<file path="src/rtl/bypass_scoreboard_pkg.sv">
// bypass_pkg: shared constants and select-code helpers for the operand bypass
// and interlock controller.
package bypass_pkg;

    localparam int REG_AW = 5;
    localparam int SEL_RF = 0;

    // Select code for forwarding stage k (stage 0 is the youngest, EX)
    function automatic int sel_stage(input int k);
        return k + 1;
    endfunction

    // Select code for the long-op completion bus, just past the last stage
    function automatic int SEL_LO(input int num_stg);
        return num_stg + 1;
    endfunction

endpackage

</file>
<file path="src/rtl/bypass_scoreboard_if.sv">
// Bundle of ID-stage operand, producer-stage and long-op signals seen by the
// bypass/interlock controller. Optional perf counters exist only when
// BYPASS_PERF_EN is defined.
interface bypass_scoreboard_if #(
    parameter int NUM_SRC = 2,
    parameter int NUM_STG = 3,
    parameter int SEL_W   = $clog2(NUM_STG + 2)
) ();
    logic [NUM_SRC-1:0]       id_src_en;
    logic [NUM_SRC*5-1:0]     id_src_addr;
    logic [NUM_STG-1:0]       stg_gr_we;
    logic [NUM_STG*5-1:0]     stg_dest;
    logic [NUM_STG-1:0]       stg_data_ok;
    logic                     lo_issue;
    logic [4:0]               lo_dest;
    logic                     lo_done;
    logic [4:0]               lo_done_dest;
    logic [NUM_SRC*SEL_W-1:0] src_sel;
    logic                     stall;
    logic [31:0]              busy_vec;
`ifdef BYPASS_PERF_EN
    logic [31:0]              perf_ld_stall;
    logic [31:0]              perf_lo_stall;
`endif

    // Pipeline side: drives operands and producer state, consumes selects
    modport master (
        output id_src_en, id_src_addr, stg_gr_we, stg_dest, stg_data_ok,
        output lo_issue, lo_dest, lo_done, lo_done_dest,
`ifdef BYPASS_PERF_EN
        input  perf_ld_stall, perf_lo_stall,
`endif
        input  src_sel, stall, busy_vec
    );

    // Controller side
    modport slave (
        input  id_src_en, id_src_addr, stg_gr_we, stg_dest, stg_data_ok,
        input  lo_issue, lo_dest, lo_done, lo_done_dest,
`ifdef BYPASS_PERF_EN
        output perf_ld_stall, perf_lo_stall,
`endif
        output src_sel, stall, busy_vec
    );
endinterface

</file>
<file path="src/rtl/bypass_match.sv">
// bypass_match: combinational priority matcher for one ID-stage operand.
// Youngest matching stage wins, then the long-op completion bus, then the
// register file. A stage match with data not yet available is a load-use
// stall; a busy register with no bypass source is a scoreboard stall.
module bypass_match
    import bypass_pkg::*;
#(
    parameter int NUM_STG = 3,
    parameter int SEL_W   = $clog2(NUM_STG + 2)
) (
    input  logic                    src_en,
    input  logic [REG_AW-1:0]       src_addr,
    input  logic                    src_busy,
    input  logic [NUM_STG-1:0]      stg_gr_we,
    input  logic [NUM_STG*REG_AW-1:0] stg_dest,
    input  logic [NUM_STG-1:0]      stg_data_ok,
    input  logic                    lo_done,
    input  logic [REG_AW-1:0]       lo_done_dest,
    output logic [SEL_W-1:0]        sel,
    output logic                    ld_stall,
    output logic                    lo_stall
);

    logic src_valid;
    logic stg_hit;

    assign src_valid = src_en && (src_addr != '0);

    // Priority search over producers; r0 and disabled operands stay on the RF
    always_comb begin
        sel      = SEL_W'(SEL_RF);
        ld_stall = 1'b0;
        lo_stall = 1'b0;
        stg_hit  = 1'b0;
        if (src_valid) begin
            for (int k = 0; k < NUM_STG; k++) begin
                if (!stg_hit && stg_gr_we[k] &&
                    (stg_dest[k*REG_AW +: REG_AW] == src_addr)) begin
                    stg_hit  = 1'b1;
                    sel      = SEL_W'(sel_stage(k));
                    ld_stall = !stg_data_ok[k];
                end
            end
            if (!stg_hit) begin
                if (lo_done && (lo_done_dest == src_addr)) begin
                    sel = SEL_W'(SEL_LO(NUM_STG));
                end else if (src_busy) begin
                    lo_stall = 1'b1;
                end
            end
        end
    end

endmodule

</file>
<file path="src/rtl/bypass_scoreboard.sv">
// bypass_scoreboard: operand bypass selection and interlock for the in-order
// pipeline, plus a register scoreboard for long-latency producers that
// complete outside the pipeline. Optional perf counters under BYPASS_PERF_EN.
module bypass_scoreboard
    import bypass_pkg::*;
#(
    parameter int NUM_SRC = 2,
    parameter int NUM_STG = 3,
    parameter int SEL_W   = $clog2(NUM_STG + 2)
) (
    input  logic              clk,
    input  logic              resetn,
    bypass_scoreboard_if.slave bif
);

    logic [31:0]        busy_q;
    logic [31:0]        busy_d;
    logic [NUM_SRC-1:0] ld_stall;
    logic [NUM_SRC-1:0] lo_stall;
    logic [SEL_W-1:0]   sel_arr [NUM_SRC];
    logic               stall;

    for (genvar g = 0; g < NUM_SRC; g++) begin : g_src
        logic [REG_AW-1:0] addr;
        assign addr = bif.id_src_addr[g*REG_AW +: REG_AW];

        bypass_match #(
            .NUM_STG (NUM_STG),
            .SEL_W   (SEL_W)
        ) u_match (
            .src_en       (bif.id_src_en[g]),
            .src_addr     (addr),
            .src_busy     (busy_q[addr]),
            .stg_gr_we    (bif.stg_gr_we),
            .stg_dest     (bif.stg_dest),
            .stg_data_ok  (bif.stg_data_ok),
            .lo_done      (bif.lo_done),
            .lo_done_dest (bif.lo_done_dest),
            .sel          (sel_arr[g]),
            .ld_stall     (ld_stall[g]),
            .lo_stall     (lo_stall[g])
        );
    end

    // Pack per-operand selects and combine operand stalls
    always_comb begin
        bif.src_sel = '0;
        for (int i = 0; i < NUM_SRC; i++) begin
            bif.src_sel[i*SEL_W +: SEL_W] = sel_arr[i];
        end
    end

    assign stall        = |ld_stall || |lo_stall;
    assign bif.stall    = stall;
    assign bif.busy_vec = busy_q;

    // Scoreboard next state: issue applied after clear so a new op wins;
    // an issue while ID is held never left ID and is dropped
    always_comb begin
        busy_d = busy_q;
        if (bif.lo_done) begin
            busy_d[bif.lo_done_dest] = 1'b0;
        end
        if (bif.lo_issue && !stall && (bif.lo_dest != '0)) begin
            busy_d[bif.lo_dest] = 1'b1;
        end
        busy_d[0] = 1'b0;
    end

    // Scoreboard register
    always_ff @(posedge clk or negedge resetn) begin
        if (!resetn) begin
            busy_q <= '0;
        end else begin
            busy_q <= busy_d;
        end
    end

`ifdef BYPASS_PERF_EN
    logic [31:0] perf_ld_q;
    logic [31:0] perf_ld_d;
    logic [31:0] perf_lo_q;
    logic [31:0] perf_lo_d;
    logic        ld_any;
    logic        lo_only;

    assign ld_any  = |ld_stall;
    assign lo_only = stall && !ld_any;

    // Saturating stall-cause counters
    always_comb begin
        perf_ld_d = perf_ld_q;
        perf_lo_d = perf_lo_q;
        if (ld_any && (perf_ld_q != 32'hFFFF_FFFF)) begin
            perf_ld_d = perf_ld_q + 32'd1;
        end
        if (lo_only && (perf_lo_q != 32'hFFFF_FFFF)) begin
            perf_lo_d = perf_lo_q + 32'd1;
        end
    end

    // Perf counter registers
    always_ff @(posedge clk or negedge resetn) begin
        if (!resetn) begin
            perf_ld_q <= '0;
            perf_lo_q <= '0;
        end else begin
            perf_ld_q <= perf_ld_d;
            perf_lo_q <= perf_lo_d;
        end
    end

    assign bif.perf_ld_stall = perf_ld_q;
    assign bif.perf_lo_stall = perf_lo_q;
`endif

endmodule

</file>
<file path="src/flat_wrapper.sv">
// flat-port wrapper written by rule: the top's interface ports become plain ports
module bypass_scoreboard_flat import bypass_pkg::*;
#(
    parameter int NUM_SRC = 2,
    parameter int NUM_STG = 3,
    parameter int SEL_W   = $clog2(NUM_STG + 2)
)
  (clk, resetn, bif_id_src_en, bif_id_src_addr, bif_stg_gr_we, bif_stg_dest, bif_stg_data_ok, bif_lo_issue, bif_lo_dest, bif_lo_done, bif_lo_done_dest, bif_src_sel, bif_stall, bif_busy_vec);
  bypass_scoreboard_if #(.NUM_SRC(NUM_SRC), .NUM_STG(NUM_STG), .SEL_W(SEL_W)) bif_i ();
  input  logic clk;
  input  logic resetn;
  input wire logic [$bits(bif_i.id_src_en)-1:0] bif_id_src_en;
  input wire logic [$bits(bif_i.id_src_addr)-1:0] bif_id_src_addr;
  input wire logic [$bits(bif_i.stg_gr_we)-1:0] bif_stg_gr_we;
  input wire logic [$bits(bif_i.stg_dest)-1:0] bif_stg_dest;
  input wire logic [$bits(bif_i.stg_data_ok)-1:0] bif_stg_data_ok;
  input wire logic [$bits(bif_i.lo_issue)-1:0] bif_lo_issue;
  input wire logic [$bits(bif_i.lo_dest)-1:0] bif_lo_dest;
  input wire logic [$bits(bif_i.lo_done)-1:0] bif_lo_done;
  input wire logic [$bits(bif_i.lo_done_dest)-1:0] bif_lo_done_dest;
  output wire logic [$bits(bif_i.src_sel)-1:0] bif_src_sel;
  output wire logic [$bits(bif_i.stall)-1:0] bif_stall;
  output wire logic [$bits(bif_i.busy_vec)-1:0] bif_busy_vec;
  assign bif_i.id_src_en = bif_id_src_en;
  assign bif_i.id_src_addr = bif_id_src_addr;
  assign bif_i.stg_gr_we = bif_stg_gr_we;
  assign bif_i.stg_dest = bif_stg_dest;
  assign bif_i.stg_data_ok = bif_stg_data_ok;
  assign bif_i.lo_issue = bif_lo_issue;
  assign bif_i.lo_dest = bif_lo_dest;
  assign bif_i.lo_done = bif_lo_done;
  assign bif_i.lo_done_dest = bif_lo_done_dest;
  assign bif_src_sel = bif_i.src_sel;
  assign bif_stall = bif_i.stall;
  assign bif_busy_vec = bif_i.busy_vec;
  bypass_scoreboard #(.NUM_SRC(NUM_SRC), .NUM_STG(NUM_STG), .SEL_W(SEL_W)) u_core (.clk(clk), .resetn(resetn), .bif(bif_i));
endmodule
</file>
<file path="config.mk">
export PLATFORM = sky130hd
export DESIGN_NAME = bypass_scoreboard_flat
export DESIGN_NICKNAME = d
export VERILOG_FILES = /design/src/rtl/bypass_scoreboard_pkg.sv /design/src/rtl/bypass_scoreboard_if.sv /design/src/rtl/bypass_match.sv /design/src/rtl/bypass_scoreboard.sv /design/src/flat_wrapper.sv
export SDC_FILE = /design/constraint.sdc
export NUM_CORES = 1
export LEC_CHECK = 0
export BUFFER_PORTS_ARGS = -buffer_cell sky130_fd_sc_hd__buf_2
export CORE_MARGIN = 5
export CORE_UTILIZATION = 45
export DETAILED_ROUTE_END_ITERATION = 6
export PLACE_DENSITY = 0.71
export SYNTH_ARGS = -nofsm -noshare
export SYNTH_HDL_FRONTEND = slang
export SYNTH_SLANG_ARGS = --single-unit
</file>
<file path="constraint.sdc">
create_clock -name clk -period 4.8 [get_ports clk]
set_input_delay 0.96 -clock clk [delete_from_list [all_inputs] [get_ports clk]]
set_output_delay 0.96 -clock clk [all_outputs]
set_load 0.01 [all_outputs]
</file>
After elaboration in Yosys (flattened, before gate mapping)

Cells that the tools add are included.

Register bits: 31
Input bits: 47
Output and inout port bits: 39
Word-level logic and storage cells: 100

Reductions and logical operators: 32
Muxes and demuxes: 50
Equality and inequality tests: 8
Order comparisons: 6
Bitwise operators: 3

Operators by type and width:

| cell               | count |
|---|---|
| $mux 32            | 2 |
| $eq 5x5->1         | 8 |
| $mux 1             | 34 |
| $and 32x32->32     | 1 |
| $not 32->32        | 1 |
| $or 32x32->32      | 1 |
| $mux 3             | 10 |
| $lt 5x6->1 const B | 4 |
| $logic_and 1x1->1  | 18 |
| $reduce_bool 5->1  | 3 |
| $bmux 1 s5         | 2 |
| $demux 1 s5        | 2 |
| $ge 5x1->1 const B | 2 |
| $logic_not 1->1    | 8 |
| $reduce_or 2->1    | 2 |
| $logic_or 1x1->1   | 1 |

Logic depth before layout (Yosys ltp)

Gate-level depths: netlist of run 1.

Depth after elaboration: 22
Depth in mapped cells: 10

Cells and area by module

A second synthesis of run 1 with hierarchy kept.

Cells, all modules: 296
Area total of the unflattened synthesis: 2711.4 um2

By module, submodules not included:

| module            | seq. area each (um2) | cells an instance | area an instance (um2) | instances |
|---|---|---|---|---|
| bypass_scoreboard | 775.7                | 198               | 1910.6                 | 1 |
| bypass_match      | 0.0                  | 49                | 400.4                  | 2 |

Worst setup path before layout of run 1

No wires, ideal clock.

Path type: input to output
Start: in bif_id_src_addr[0]
End: out bif_stall
Path buffers: 2
Setup slack: 1.197 ns
Data arrival time: 2.643 ns
Stages: 6
Path through: buf_6 > mux4_2 > mux4_2 > o2111ai_1 > o311ai_4 > buf_6

Cells in the longest elaborated chain, start to end: 18
Elaborated cells on any way between the ends: 33
Classes of those cells: 4 x eq/ne; 16 x mux; 13 x reduce/logical

Ends and longest elaborated chain:

| what                           | line                    | text |
|---|---|---|
| start: declaration             | flat_wrapper.sv:13      | `input wire logic [$bits(bif_i.id_src_addr)-1:0] bif_id_src_addr;` |
| $eq 5x5->1                     | bypass_match.sv:38      | `(stg_dest[k*REG_AW +: REG_AW] == src_addr)) begin` |
| $logic_and 1x1->1              | bypass_match.sv:37      | `if (!stg_hit && stg_gr_we[k] &&` |
| $mux 1                         | bypass_match.sv:37      |  |
| $mux 1                         | bypass_match.sv:35      | `if (src_valid) begin` |
| $logic_not 1->1                | bypass_match.sv:37      |  |
| $logic_and 1x1->1 (2 in a row) | bypass_match.sv:37      |  |
| $mux 1                         | bypass_match.sv:37      |  |
| $mux 1                         | bypass_match.sv:35      |  |
| $logic_not 1->1                | bypass_match.sv:37      |  |
| $logic_and 1x1->1 (2 in a row) | bypass_match.sv:37      |  |
| $mux 1                         | bypass_match.sv:37      |  |
| $mux 1                         | bypass_match.sv:35      |  |
| $mux 1                         | bypass_match.sv:44      | `if (!stg_hit) begin` |
| $mux 1                         | bypass_match.sv:35      |  |
| $reduce_or 2->1                | bypass_scoreboard.sv:53 | `assign stall = \|ld_stall \|\| \|lo_stall;` |
| $logic_or 1x1->1 *             | bypass_scoreboard.sv:53 |  |
| end: declaration               | flat_wrapper.sv:22      | `output wire logic [$bits(bif_i.stall)-1:0] bif_stall;` |

Every way passes the cells marked *; elsewhere a longest branch is shown, timed or not. The select of a mux whose other input is x is not followed.

Final worst setup path of run 1

Ends and elaborated chain as after synthesis.

==> results.md, run 1 <==
* Crit Path Max Fanout at 15
* Layout cells sized above 1 at 36.8%
* HPWL after DPL at 6410 um
* Rows at 28
* Routability cong. at 0.892
* Nets@finish at 424
* IO Pins at 86
* Clk Latency, worst-skew pair at about 0.28 ns
* Final WS setup at 0.826 ns
* FF+latch count, synth at 31
* Cts hold-fix bufs at 0
* Vias at 2694
* Max FFs per register at 31
* 1st-pass router iterations at 4
* Initial Util at between 40% and 50%
* Status: completed
* Root Buffer: clkbuf_8
* I/O Buffers at 84
* FF-to-FF path depth at 6
* Routed WL per cell at between 15 and 20 um
* Worst slack on hold paths at 0.583 ns
* Die Wd at 89.1 um
* Synthesized area per cell at 9.20 um^2
* Unrepaired setup endpoints after global routing: no
* Mux contribution to synthesized area at between 10% and 20%
* First-pass GRT wire length at 13600 um
* Pwr/cell area at 332 nW/um^2
* CTS Buf Count at 5
* Mean number of vias per cell at 5.95
* CTS max path bufs at 2
* Critical path startpoint category: primary input
* Clk slew on worst S/H paths at 0.06 ns
* Worst clock skew at 0.00315 ns
* Post-synthesis sequential area ratio at 27.6%
* Die Y at 89.1 um
* Fin crit share at 82.8%
* Most used DFF post-synth: dfrtp_1
* Hold Crit Class: reg2reg
* Fillers at 553
* Critical path capture point type: output port
* Worst Path Arrival at roughly 3.0 ns
* Critical Path RT at 3.84 ns
* Final setup violation count at 0
* # Max-Cap Violations at 0
* EDFF count, synth at 0
* Hold Vio Cnt, Final at 0
* Synth Area in Compound Gates at a little over a fifth
* Most common cell in the synthesized netlist: nand2_1
* Largest family of logic cells by synthesized area: compound AO/OA/AOI/OAI gates
* Clock Sinks at 31
* Synth area leader: dfrtp_1
* Drt total wl at 8680 um
* Commonest cells post-synth: nand2_1 (42), o21ai_0 (37), dfrtp_1 (31)
* Hold path depth at 2
* CTS tree: built
* Setup TNS at 0 ns
* Synth Area in Simple Gates at 18.4%
* Synth top area cells: dfrtp_1 (28%), o21ai_2 (9.0%), mux4_2 (8.0%), o21ai_0 (6.6%), xnor2_1 (6.5%)
* Core area at approximately 6000 um^2
* Syn nets at 353
* Tightest Pin Transition at 1.01 ns
* Post-CTS sizing at 0
* Post-synth top area share at between 20% and 30%
* Antenna violations before repair at 0
* Peak supply drop at 0.284 mV
* Post-Synth Adder-Cell Area at 0%
* Largest net degree at the start of global routing at 32
* Final min period at roughly 4 ns
* Post-synthesis cell type count at 46
* Synth Instances at a little over 300
* Ys Warns at 0
* Async SR Flop Fraction at 100%
* Xor/xnor share of the synthesized area at 12.7%
* Synthesized area at roughly 2800 um^2
* Total Routing Usage GR at 22.2%
* Final Max Tran Viols at 0
* Die footprint at 7940 um^2
* Total gr overflow at 0
* Diode count at 0
* Leak pwr at 1.40 nW
* Crit Path Category: in2out
* Fmax at 252 MHz
* CTS HTree Levels at 2
* Pre-CTS setup slack at 0.826 ns
* Layout area overhead at 16.5%
* Total power at 1.09 mW
* Max_slew headroom at between 30% and 40%
* DRC at 0
* Via count of the first global-routing pass at ~2700
* Setup bufs post-CTS at 0
* Drt initial violations at between 150 and 200
* Post-route ant nets at 0
==> stage by stage <==
stage / instances / utilization [%] / area [um^2]
final: 453 / 54.8 / 3280
after CTS: 453 / 54.8 / 3280
after global routing: 453 / 54.8 / 3280
after detailed placement: 445 / 53.1 / 3180
after global placement: 445 / 53.1 / 3180
after floorplan: 306 / - / 2820
==> layer usage <==
| metal | wire (um) | share of wire (%) | global-route usage (%) | up-vias |
|---|---|---|---|---|
| met4 | 101 | 1.2 | 6.09 | 0 |
| li1 | - | - | - | 1260 |
| met3 | 870 | 10 | 4.24 | 8 |
| met1 | 3600 | 41 | 29.1 | 1288 |
| met5 | 0 | 0 | 0 | - |
| met2 | 4110 | 47 | 37.5 | 138 |
==> worst paths after layout <==
path	start	to	slack (ns)
min in group asynchronous	resetn	u_core.bif.busy_vec[21]	0.72
hold reg to reg	u_core.bif.busy_vec[26]	u_core.bif.busy_vec[26]	0.58
setup / recovery	bif_id_src_addr[0]	bif_stall	0.83
setup reg to reg	u_core.bif.busy_vec[11]	u_core.bif.busy_vec[31]	2.22
max in group asynchronous	resetn	u_core.bif.busy_vec[6]	3.62
hold / removal	u_core.bif.busy_vec[26]	u_core.bif.busy_vec[26]	0.58
==> worst max-delay path: stages <==
cell,delay (ns)
buf_2,0.35
mux4_2,0.56
mux4_2,0.49
o2111ai_1,0.29
o311ai_4,0.19
buf_2,0.18
==> cells by family (layout without fill, tap and decap cells) <==
| group | Yosys count | in the layout |
|---|---|---|
| AND/OR/NAND/NOR | 103 | 103 |
| buffers and inverters | 24 | 96 |
| multiplexers | 21 | 21 |
| other | 1 | 1 |
| AO/OA/AOI/OAI | 86 | 86 |
| XOR/XNOR | 40 | 40 |
| flip-flops | 31 | 31 |
==> power breakdown <==
group / switching [mW] / internal (mW)
logic: 0.242 / 0.204
clock network: 0.0935 / 0.131
registers: 0.0862 / 0.332
==> area by class of cell <==
cell class | instances | area (um^2) | share of cell area (%)
clock buffer | 8 | 100 | 3.05
inverter | 3 | 11.3 | 0.343
timing repair buffer | 85 | 428 | 13.0
sequential | 31 | 776 | 23.6
multi-input combinational | 251 | 1870 | 57.1
tap | 75 | 93.8 | 2.86
==> layout by cell type, fill, tap and decap left out, types with 2 or more instances in the layout <==
| cell type | Yosys | routed |
|---|---|---|
| nor3b_1 | 4 | 4 |
| nor4_1 | 3 | 3 |
| xnor2_1 | 21 | 21 |
| a21oi_1 | 4 | 4 |
| nand3b_1 | 6 | 6 |
| or3b_2 | 3 | 3 |
| a31oi_1 | 4 | 4 |
| a311o_1 | 2 | 2 |
| or3_1 | 2 | 2 |
| dfrtp_1 | 31 | 31 |
| inv_1 | 3 | 3 |
| nand3_1 | 11 | 11 |
| and3_1 | 2 | 2 |
| nand4_1 | 2 | 2 |
| o21ai_0 | 37 | 37 |
| mux4_1 | 3 | 3 |
| nor2_1 | 12 | 12 |
| nor2b_1 | 3 | 3 |
| xor2_1 | 18 | 18 |
| clkbuf_8 | 0 | 7 |
| nand2_1 | 42 | 42 |
| nor3_1 | 8 | 8 |
| mux4_2 | 10 | 10 |
| o21ai_2 | 29 | 29 |
| mux2i_1 | 7 | 7 |
| buf_2 | 7 | 84 |
| a211oi_1 | 2 | 2 |
| and3b_1 | 2 | 2 |
Power figures use the tool's default switching activity.
==> run 2: changes to the inputs <==
--- a/config.mk
+++ b/config.mk
@@ -9,7 +9,7 @@
 export CORE_MARGIN = 5
 export CORE_UTILIZATION = 45
 export DETAILED_ROUTE_END_ITERATION = 6
-export PLACE_DENSITY = 0.71
+export PLACE_DENSITY = 0.74
 export SYNTH_ARGS = -nofsm -noshare
 export SYNTH_HDL_FRONTEND = slang
 export SYNTH_SLANG_ARGS = --single-unit
==> constraint.sdc (replaced) <==
create_clock -name clk -period 3.3 [get_ports clk]
set_input_delay 0.66 -clock clk [delete_from_list [all_inputs] [get_ports clk]]
set_output_delay 0.66 -clock clk [all_outputs]
set_load 0.01 [all_outputs]
==> run 2 against run 1 <==
Final area up 1.2%. Die area unchanged. Cell count up 1.3%. Largest cell class unchanged.
==> results.md, run 2 (synthesis results as in run 1) <==
* Diode count at 0 (unchanged)
* Total power at 1.54 mW (+42%)
* Inst Count DP at 451 (+1.3%)
* Fin crit share at 96.3%
* Total gr overflow at 0 (unchanged)
* Critical path's slowest cell: or3_1
* Worst clock skew at 0.00497 ns (+0.00181 ns)
* DRC at 0 (unchanged)
* Via count of the first global-routing pass at 2626 (-3.3%)
* Final std cells w/o fill at 459 (+1.3%)
* Fmax at 315 MHz
* Antenna violations before repair at 0 (unchanged)
* Hold Crit Class: in2async
* Die Y at 89.1 um (unchanged)
* Unrepaired setup endpoints after global routing: no
* Critical path startpoint category: primary input
* Die footprint at 7940 um^2 (unchanged)
* Peak supply drop at 0.450 mV (+58%)
* Core area at 5990 um^2 (unchanged)
* Leak pwr at 1.42 nW (+1.8%)
* Layout cells sized above 1 at 37.5% (+0.73 points)
* Post-route cell area at 3320 um^2 (+1.2%)
* CTS Buf Count at 5 (unchanged)
* # Max-Cap Violations at 0 (unchanged)
* Multi-input gate area at 1870 um^2 (unchanged)
* Crit Path Max Fanout at 12 (-3)
* Final Max Tran Viols at 0 (unchanged)
* Routability cong. at 0.905 (+1.4%)
* Die Wd at 89.1 um (unchanged)
* Mean number of vias per cell at 5.96 (+0.23%)
* Cell mode on critical path: buf_2
* Post-route ant nets at 0 (unchanged)
* Rows at 28 (unchanged)
* Drt initial violations at 275 (+65%)
* Commonest non-fill, non-tap cells in the layout: buf_2 (84), nand2_1 (42), o21ai_0 (37), dfrtp_1 (31), o21ai_2 (29)
* Worst Path Arrival at 2.52 ns (-0.49 ns)
* Crit path max-delay family: compound AO/OA/AOI/OAI gates
* Hold Vio Cnt, Final at 0 (unchanged)
* Critical path capture point type: output port
* Clock Sinks at 31 (unchanged)
* IO Pins at 86 (unchanged)
* Nets@finish at 430 (+1.4%)
* Final setup violation count at 0 (unchanged)
* Total placed instance area at 3240 um^2 (+1.8%)
* I/O Buffers at 84 (unchanged)
* First-pass GRT wire length at 13500 um (-0.87%)
* Layout area overhead at 17.9%
* Status: completed
* Final min period at 3.18 ns
* Sum of buffers and inverters on the critical path at 3 (+1)
* CTS tree: built
* Setup TNS at 0 ns (unchanged)
* Commonest non-fill, non-tap cell in the layout: buf_2
* Crit Path Category: in2out
* Largest net degree at the start of global routing at 32 (unchanged)
* Total Routing Usage GR at 22.0% (-0.24 points)
* Max FFs per register at 31 (unchanged)
* Cell Chain, Critical Path: buf_2 > buf_12 > xnor2_1 > nand3_1 > or3_1 > a311o_1 > a22oi_2 > o311ai_4 > buf_2
* Root Buffer: clkbuf_8
* Cts hold-fix bufs at 0 (unchanged)
* Post-CTS sizing at 0 (unchanged)
* CTS max path bufs at 2 (unchanged)
* Slowest stage delay, CP at 0.41 ns (-0.15 ns)
* 1st-pass router iterations at 4 (unchanged)
* Max_slew headroom at 32.1% (-0.16 points)
* Tightest Pin Transition at 1.02 ns (+0.00245 ns)
* FF/Latch Area at 776 um^2 (unchanged)
* Critical Path RT at 2.64 ns (-1.20 ns)
* Fillers at 579 (+4.7%)
* Vias at 2736 (+1.6%)
* Clk slew on worst S/H paths at 0.06 ns (about the same)
* Initial Util at 47.0% (unchanged)
* CTS HTree Levels at 2 (unchanged)
* Setup bufs post-CTS at 0 (unchanged)
* Pwr/cell area at 465 nW/um^2 (+40%)
* Clk Latency, worst-skew pair at 0.28 ns (about the same)
* Routed WL per cell at 18.6 um (-3.1%)
* Drt total wl at 8520 um (-1.8%)
* Fin util at 55.4% (+0.65 points)
* HPWL after DPL at 6470 um (+0.92%)
==> run 2: final cells by class <==
| class | count | share of cell area, % |
|---|---|---|
| clock buffers | 7 | 2.30 |
| multi-input cells | 251 | 56.4 |
| clock inverters | 1 | 0.151 |
| inverters | 3 | 0.339 |
| well taps | 75 | 2.83 |
| repair buffers | 91 | 14.6 |
| flip-flops and latches | 31 | 23.4 |
==> run 2: per-layer routing <==
metal / GRT usage [%] / vias to the layer above / wire length, um
met5: 0 / - / 0
met4: 8.53 / 0 / 171
met3: 3.04 / 17 / 862
met2: 33.6 / 150 / 3760
met1: 31.4 / 1294 / 3730
li1: - / 1275 / -
==> run 2: power breakdown <==
part	internal [mW]	switching, mW
sequential	0.482	0.124
combinational	0.303	0.354
clock	0.148	0.131
total	0.933	0.609
==> run 2: per-stage QoR <==
step / hold WS (ns) / setup slack [ns]
5_1_grt: 0.474 / 0.00193
2_1_floorplan: 0.364 / 0.297
3_5_place_dp: 0.575 / 0.108
3_3_place_gp: 0.581 / 0.178
4_1_cts: 0.430 / 0.115
6_report: 0.415 / 0.124
==> run 2: final timing paths <==
path | start | end | slack [ns] | cells past startpoint
worst max-delay path | bif_id_src_addr[0] | bif_stall | 0.12 | 9
worst min-delay path | resetn | u_core.bif.busy_vec[13] | 0.41 | 1
worst max register to register | u_core.bif.busy_vec[15] | u_core.bif.busy_vec[31] | 0.77 | 6
worst min register to register | u_core.bif.busy_vec[30] | u_core.bif.busy_vec[30] | 0.59 | 2
max in group asynchronous | resetn | u_core.bif.busy_vec[31] | 2.45 | 1
min in group clk | u_core.bif.busy_vec[30] | u_core.bif.busy_vec[30] | 0.59 | 2
